`config.mk`:
```
export PLATFORM = sky130hd
export DESIGN_NAME = i2c_slave_read_byte
export DESIGN_NICKNAME = d
export VERILOG_FILES = /design/src/rtl/i2c_slave_read_byte.sv
export SDC_FILE = /design/constraint.sdc
export NUM_CORES = 1
export LEC_CHECK = 0
export CAP_MARGIN = 5
export CORE_UTILIZATION = 45
export DETAILED_ROUTE_END_ITERATION = 6
export GPL_ROUTABILITY_DRIVEN = 0
export GPL_TIMING_DRIVEN = 0
export PLACE_DENSITY = 0.74
export RECOVER_POWER = 25
export SYNTH_ARGS = -nofsm -noshare
export SYNTH_HDL_FRONTEND = slang
export SYNTH_SLANG_ARGS = --single-unit
```
`constraint.sdc`:
```
create_clock -name clock -period 2.3 [get_ports clock]
set_clock_uncertainty 0.05 [all_clocks]
set_input_delay 0.345 -clock clock [delete_from_list [all_inputs] [get_ports clock]]
set_output_delay 0.345 -clock clock [all_outputs]
set_load 0.02 [all_outputs]
```
`src/rtl/i2c_slave_read_byte.sv`:
```
// i2c_slave_read_byte: receives one DATA_WIDTH-bit byte, MSB first, by
// launching an external bit-reader once per SCL rise, then optionally
// drives the ACK slot (SDA low for the 9th SCL clock) before reporting.
module i2c_slave_read_byte #(
   parameter int DATA_WIDTH = 8
) (
   input  logic                  clock,
   input  logic                  reset,
   input  logic                  start,
   input  logic                  ack_en,
   input  logic                  scl,
   output logic                  bit_enable,
   input  logic                  bit_data,
   input  logic                  bit_error,
   input  logic                  bit_finish,
   output logic                  sda_oe,
   output logic [DATA_WIDTH-1:0] data,
   output logic                  finish,
   output logic                  error,
   output logic                  busy
);

   localparam int            CW   = $clog2(DATA_WIDTH) + 1;
   localparam logic [CW-1:0] BITS = CW'(DATA_WIDTH);
   localparam logic [CW-1:0] ONE  = CW'(1);

   typedef enum logic [2:0] {
      IDLE      = 3'd0,
      WAIT_RISE = 3'd1,
      WAIT_BIT  = 3'd2,
      ACK_FALL  = 3'd3,
      ACK_HOLD  = 3'd4,
      ACK_REL   = 3'd5
   } state_t;

   state_t                state_r;
   logic                  scl_last_r;
   logic [DATA_WIDTH-1:0] shift_r;
   logic [CW-1:0]         count_r;

   logic                  rise_s;
   logic                  fall_s;
   logic [DATA_WIDTH:0]   shift_ext_s;
   logic [DATA_WIDTH-1:0] shift_next_s;
   logic [CW-1:0]         count_next_s;
   logic                  more_bits_s;

   // SCL edge detection and the shift/count values after accepting one bit
   always_comb begin
      rise_s       = ~scl_last_r & scl;
      fall_s       = scl_last_r & ~scl;
      shift_ext_s  = {shift_r, bit_data};
      shift_next_s = shift_ext_s[DATA_WIDTH-1:0];
      count_next_s = count_r + ONE;
      more_bits_s  = (count_next_s < BITS);
   end

   // Transfer sequencer: state, shift register, bit count, SCL history and all outputs
   always_ff @(posedge clock or posedge reset) begin
      if (reset) begin
         state_r    <= IDLE;
         scl_last_r <= 1'b1;
         shift_r    <= {DATA_WIDTH{1'b0}};
         count_r    <= {CW{1'b0}};
         data       <= {DATA_WIDTH{1'b0}};
         bit_enable <= 1'b0;
         sda_oe     <= 1'b0;
         finish     <= 1'b0;
         error      <= 1'b0;
         busy       <= 1'b0;
      end else begin
         scl_last_r <= scl;
         bit_enable <= 1'b0;
         finish     <= 1'b0;
         error      <= 1'b0;
         case (state_r)
            IDLE: begin
               sda_oe <= 1'b0;
               if (start) begin
                  shift_r <= {DATA_WIDTH{1'b0}};
                  count_r <= {CW{1'b0}};
                  busy    <= 1'b1;
                  state_r <= WAIT_RISE;
               end else begin
                  busy    <= 1'b0;
               end
            end
            WAIT_RISE: begin
               if (rise_s) begin
                  bit_enable <= 1'b1;
                  state_r    <= WAIT_BIT;
               end
            end
            WAIT_BIT: begin
               if (bit_finish) begin
                  if (bit_error) begin
                     // Abort: the previously delivered byte stays visible on data
                     error   <= 1'b1;
                     busy    <= 1'b0;
                     state_r <= IDLE;
                  end else begin
                     shift_r <= shift_next_s;
                     count_r <= count_next_s;
                     if (more_bits_s) begin
                        state_r <= WAIT_RISE;
                     end else begin
                        data <= shift_next_s;
                        // ack_en is looked at only here, when the last bit lands
                        if (ack_en) begin
                           state_r <= ACK_FALL;
                        end else begin
                           finish  <= 1'b1;
                           busy    <= 1'b0;
                           state_r <= IDLE;
                        end
                     end
                  end
               end
            end
            ACK_FALL: begin
               if (fall_s) begin
                  sda_oe  <= 1'b1;
                  state_r <= ACK_HOLD;
               end
            end
            ACK_HOLD: begin
               sda_oe <= 1'b1;
               if (rise_s) begin
                  state_r <= ACK_REL;
               end
            end
            ACK_REL: begin
               if (fall_s) begin
                  sda_oe  <= 1'b0;
                  finish  <= 1'b1;
                  busy    <= 1'b0;
                  state_r <= IDLE;
               end
            end
            default: begin
               sda_oe  <= 1'b0;
               busy    <= 1'b0;
               state_r <= IDLE;
            end
         endcase
      end
   end

endmodule

```
=== Word-level counts from Yosys, hierarchy flattened ===
Index checks and enable logic that the tools add are counted.

* Input bits: 8
* Register bits after elaboration: 28
* Output and inout bits: 13

* Eq/ne operators: 14
* Add/sub/neg operators: 1
* Magnitude comparators: 1
* Bitwise logic cells: 8
* Reductions and logical operators: 9
* Muxes and demuxes: 38

{| class="wikitable"
|+ Operators by type and width
! kind !! number
|-
| 2-to-1 mux 7 bit || 3
|-
| 2-to-1 mux 3 bit || 6
|-
| case mux 3 bit (6 select lines) || 1
|-
| 2-to-1 mux 1 bit || 17
|-
| != test 2 bit, second input constant || 7
|-
| case mux 7 bit (2 select lines) || 1
|-
| 2-to-1 mux 4 bit || 3
|-
| case mux 1 bit (4 select lines) || 2
|-
| case mux 4 bit (2 select lines) || 1
|-
| AND reduction 4 bit || 2
|-
| equality test 3 x 2 -> 1 bit, second input constant || 2
|-
| equality test 3 bit, second input constant || 2
|-
| 2-to-1 mux 2 bit || 3
|-
| != test 3 bit, second input constant || 2
|-
| NOT 1 bit || 6
|-
| AND reduction 6 bit || 1
|-
| AND reduction 5 bit || 1
|-
| adder 4 x 1 -> 4 bit, second input constant || 1
|-
| less-than comparator 4 bit, second input constant || 1
|-
| equality test 3 x 1 -> 1 bit, second input constant || 1
|-
| zero test 3 bit || 1
|-
| AND reduction 3 bit || 1
|-
| OR reduction 3 bit || 1
|-
| AND 1 bit || 2
|-
| 3 further kinds || 3
|}

=== Longest topological paths before layout ===
* Word-level depth: 6
* Mapped depth: 6
* Mapped depth without buffers: 4

=== Least setup slack after synthesis ===
No wires, ideal clock.

* Kind: register to register
* Start: reg state_r[0]
* End: reg data[0]
* Cell stages (with the launch flop): 7
* Path buffers: 2
* Period minus slack after synthesis: 1678 ps
* Required time: 2125 ps
* Slack: 622 ps
* Data arrival time: 1503 ps
* Setup time: 125 ps
* Cells stage by stage: dfrtp_1 > nor2_4 > and4b_1 > buf_6 > nor2b_4 > buf_6 > mux2_4

* Cells in the longest elaborated chain, start to end: 2

{| class="wikitable"
|+ Ends and longest elaborated chain
! what !! RTL line !! text
|-
| start, declared || 36 || <nowiki>state_t state_r;</nowiki>
|-
| start signal, assigned || 61 || <nowiki>state_r <= IDLE;</nowiki>
|-
| start signal, assigned || 83 || <nowiki>state_r <= WAIT_RISE;</nowiki>
|-
| start signal, assigned || 91 || <nowiki>state_r <= WAIT_BIT;</nowiki>
|-
| equality test 3 x 2 -> 1 bit || 76 || <nowiki>case (state_r)</nowiki>
|-
| AND reduction 4 bit (no line) || -- ||
|-
| end signal, assigned || 65 || <nowiki>data <= {DATA_WIDTH{1'b0}};</nowiki>
|-
| end signal, assigned || 107 || <nowiki>data <= shift_next_s;</nowiki>
|-
| end, declared || 17 || <nowiki>output logic [DATA_WIDTH-1:0] data,</nowiki>
|}

No other way between the ends.
A chain may end at the register's enable or synchronous reset.

=== Worst setup path after layout ===
* Start: in scl
* End: reg state_r[1]

* Cells in the longest elaborated chain, start to end: 4
* Elaborated cells between the ends (all ways): 8

{| class="wikitable"
|+ Ends and longest elaborated chain
! what !! RTL line !! text
|-
| start, declared || 11 || <nowiki>input logic scl,</nowiki>
|-
| NOT 1 bit || 51 || <nowiki>fall_s = scl_last_r & ~scl;</nowiki>
|-
| AND 1 bit || 51 ||
|-
| != test 2 bit (no line) || -- ||
|-
| AND reduction 6 bit (no line) (*) || -- ||
|}

Mark *: on every way between the ends. The rest lies on a longest branch, timed or not.

==> out/results.txt <==
cell depth of the worst flop-to-flop path = 6
sequential share of the synthesized area = 0.542
total of flip-flops plus latches after synthesis = 28
number of standard cells in the final layout excluding fillers = 158
number of endpoints with negative hold slack in the final report = 0
Ports = 21
GRT overflow = 0
final setup violation count = 0
utilization of the core after routing = 0.580
final-stage net count = 137
area of the core = 0.00273 mm^2
adder-cell area share of the yosys netlist = 0.00966
critical path type = primary input to register
post-detailed-route via-to-cell ratio = 5.84
critical path launch point type = primary input
syn_nets = 112
half-perimeter wire length of the detailed placement result = 1740 um
post-synthesis area per instance = 12.6 um^2
time the final worst path needs with I/O delays and setup = 1.87 ns
max-slew headroom at the worst pin = 0.307
initial antenna violation count = 0
dominant combinational cell family by area after synthesis = compound AO/OA/AOI/OAI gates
largest fanout on the critical path = 4
post-synthesis compound-gate area fraction = 0.165
Power Density = 847 mW/mm^2
cell area after placement = 0.00153 mm^2
simple-gate portion of the synthesized area = 0.106
Slew @ Worst Pin = 1.04 ns
result of the run = finished, final reports clean
endpoint of the worst register-to-register path = data[0]
row count = 19
multiplexer share of the synthesized area = 0.126
CTS Buf Count = 3
clock-pin transition on the worst setup and hold timing paths = 0.15 ns
Clock Sinks = 28
post-cts resize count = 0
kind of path behind the tightest hold check = register to register
Max H-tree Level = 1
buffer levels on the longest clock path = 2
via count of the routed design = 923
Initial Utilization = 0.474
maximum ir drop on the vdd rail = 669 uV
count of routing violations after the opening detailed-route iteration = 34
worst r2r src = state_r[0]
FFs w/ async S/R, synth = 1.00
Inst Count DP = 154
highest achievable clock rate = 0.534 GHz
TritonCTS clock tree = done
sum of negative setup slack = 0 ns
CP Launch Point = scl
number of synthesized flops with an enable pin = 0
DRC viols = 0
vias in the first global route = 924
worst-skew pair later-pin latency = 0.32 ns
count of hold buffers inserted by post-cts repair = 0
height of the die = 55.6 um
setup slack of the most critical reg-to-reg path = 0.43 ns
DRT Wirelength = 2470 um
Finished Cell Area = 0.00159 mm^2
CP arrival = 2.05 ns
first-pass iteration count of the detailed router = 4
Yosys cell types = 38
share of cells above drive strength 1 = 0.150
Fillers = 234
dominant register cell in the synthesized netlist = sky130_fd_sc_hd__dfrtp_1
last element of the critical path = state_r[1]
input/output buffers = 20
RSZ-0062 raised after global routing = false
detail-routed net length per standard cell = 15.6 um
CP Data Required Time = 2.47 ns
Critical Path Sink Type = register
count of yosys warnings during synthesis = 0
horizontal die dimension = 55.6 um
synthesis-to-layout area growth = 22.5%
Detail Route Antenna Nets = 0
pin count of the biggest net entering global routing = 29
final worst-path cycle share = 0.815
buffers inserted by post-CTS timing repair = 0
gate count after technology mapping = 103
commonest non-fill, non-tap cells in the layout = sky130_fd_sc_hd__dfrtp_1, sky130_fd_sc_hd__clkdlybuf4s50_1, sky130_fd_sc_hd__mux2_4
number of maximum-capacitance constraint violations = 0
worst hold slack after final layout = 0.475 ns
global-route wire length before repair = 4300 um
most common cell after layout, fill and taps aside = sky130_fd_sc_hd__dfrtp_1
Leakage Power = 0.732 nW
diode insertion count for antenna repair = 0
DIE AREA = 0.00310 mm^2
Total Routing Usage GR = 0.176
Max Slew Vio Count = 0
xor and xnor fraction of the mapped netlist area = 0.0135
Netlist Area Pre-Place = 0.00129 mm^2
root buffer cell = sky130_fd_sc_hd__clkbuf_4
-- worst max-delay path, stage by stage --
cell	delay, ns
sky130_fd_sc_hd__dlygate4sd3_1	0.57
sky130_fd_sc_hd__nand2b_1	0.17
sky130_fd_sc_hd__mux2i_1	0.09
sky130_fd_sc_hd__a222oi_1	0.50
sky130_fd_sc_hd__mux2_1	0.37
-- stage by stage --
step           power [mW]  worst slack (ns)
6_report             1.34             0.426
5_1_grt              1.44             0.329
4_1_cts              1.35             0.444
3_5_place_dp         1.03             0.165
3_3_place_gp         1.02             0.196
2_1_floorplan       0.903             0.622
-- layout make-up --
cell class                      count  area (um^2)  area share
Clock inverter                      1         30.0      0.0189
Inverter                            4         15.0     0.00946
Timing Repair Buffer               20          200       0.126
Buffer                              5         33.8      0.0213
Clock buffer                        3         22.5      0.0142
Multi-Input combinational cell     66          544       0.343
Sequential cell                    28          702       0.442
Tap cell                           31         38.8      0.0244
-- where the power goes --
group          switching [mW]  internal (mW)  leakage (nW)  total [mW]
Clock                   0.141          0.176        0.0279       0.317
Combinational           0.233          0.181         0.323       0.414
Sequential             0.0646          0.548         0.382       0.613
-- synthesized netlist by cell type (all sizes together), types with 2 or more instances --
library cell,count,area [um^2]
nand3,2,10.0
nand2,6,22.5
dfrtp,27,676
a21oi,2,10.0
a21o,2,15.0
nand2b,2,12.5
buf,2,22.5
clkbuf,3,11.3
a22o,7,61.3
xor2,2,17.5
nor2,3,18.8
and3b,2,17.5
inv,4,15.0
mux2,10,143
nor2b,4,32.5
o21ai,7,35.0
mux2i,2,20.0
-- registers in the layout, indices dropped and copies added, names as in the netlist --
| register | cells |
|---|---|
| error | 1 |
| sda_oe | 1 |
| shift_r | 7 |
| data | 8 |
| bit_enable | 1 |
| busy | 1 |
| count_r | 4 |
| state_r | 3 |
| scl_last_r | 1 |
| finish | 1 |
-- routing by layer --
metal / up-vias / part of all wire / GRT usage / routed length (um)
li1: 424 / - / - / -
met1: 466 / 0.45 / 0.231 / 1100
met2: 27 / 0.50 / 0.289 / 1230
met3: 6 / 0.041 / 0.0326 / 100
met4: 0 / 0.015 / 0.0714 / 38
met5: - / 0 / 0 / 0
-- how the worst min path moves through the flow --
stage | start | endpoint | slack [ns] | cells past startpoint
after floorplan | scl | scl_last_r | 0.30 | 0
after global placement | count_r[3] | count_r[3] | 0.43 | 1
after detailed placement | count_r[3] | count_r[3] | 0.44 | 1
after CTS | scl | scl_last_r | 0.41 | 1
after global routing | count_r[3] | count_r[3] | 0.50 | 1
final | count_r[3] | count_r[3] | 0.47 | 1
-- cells by family after synthesis --
family                     Yosys count
AOI/OAI and AO/OA                   29
xor gates and xnor gates             2
adders and majority gates            1
buffers and inverters                9
DFF                                 28
muxes                               12
and+or+nand+nor                     22
(Power assumes the default switching activity.)
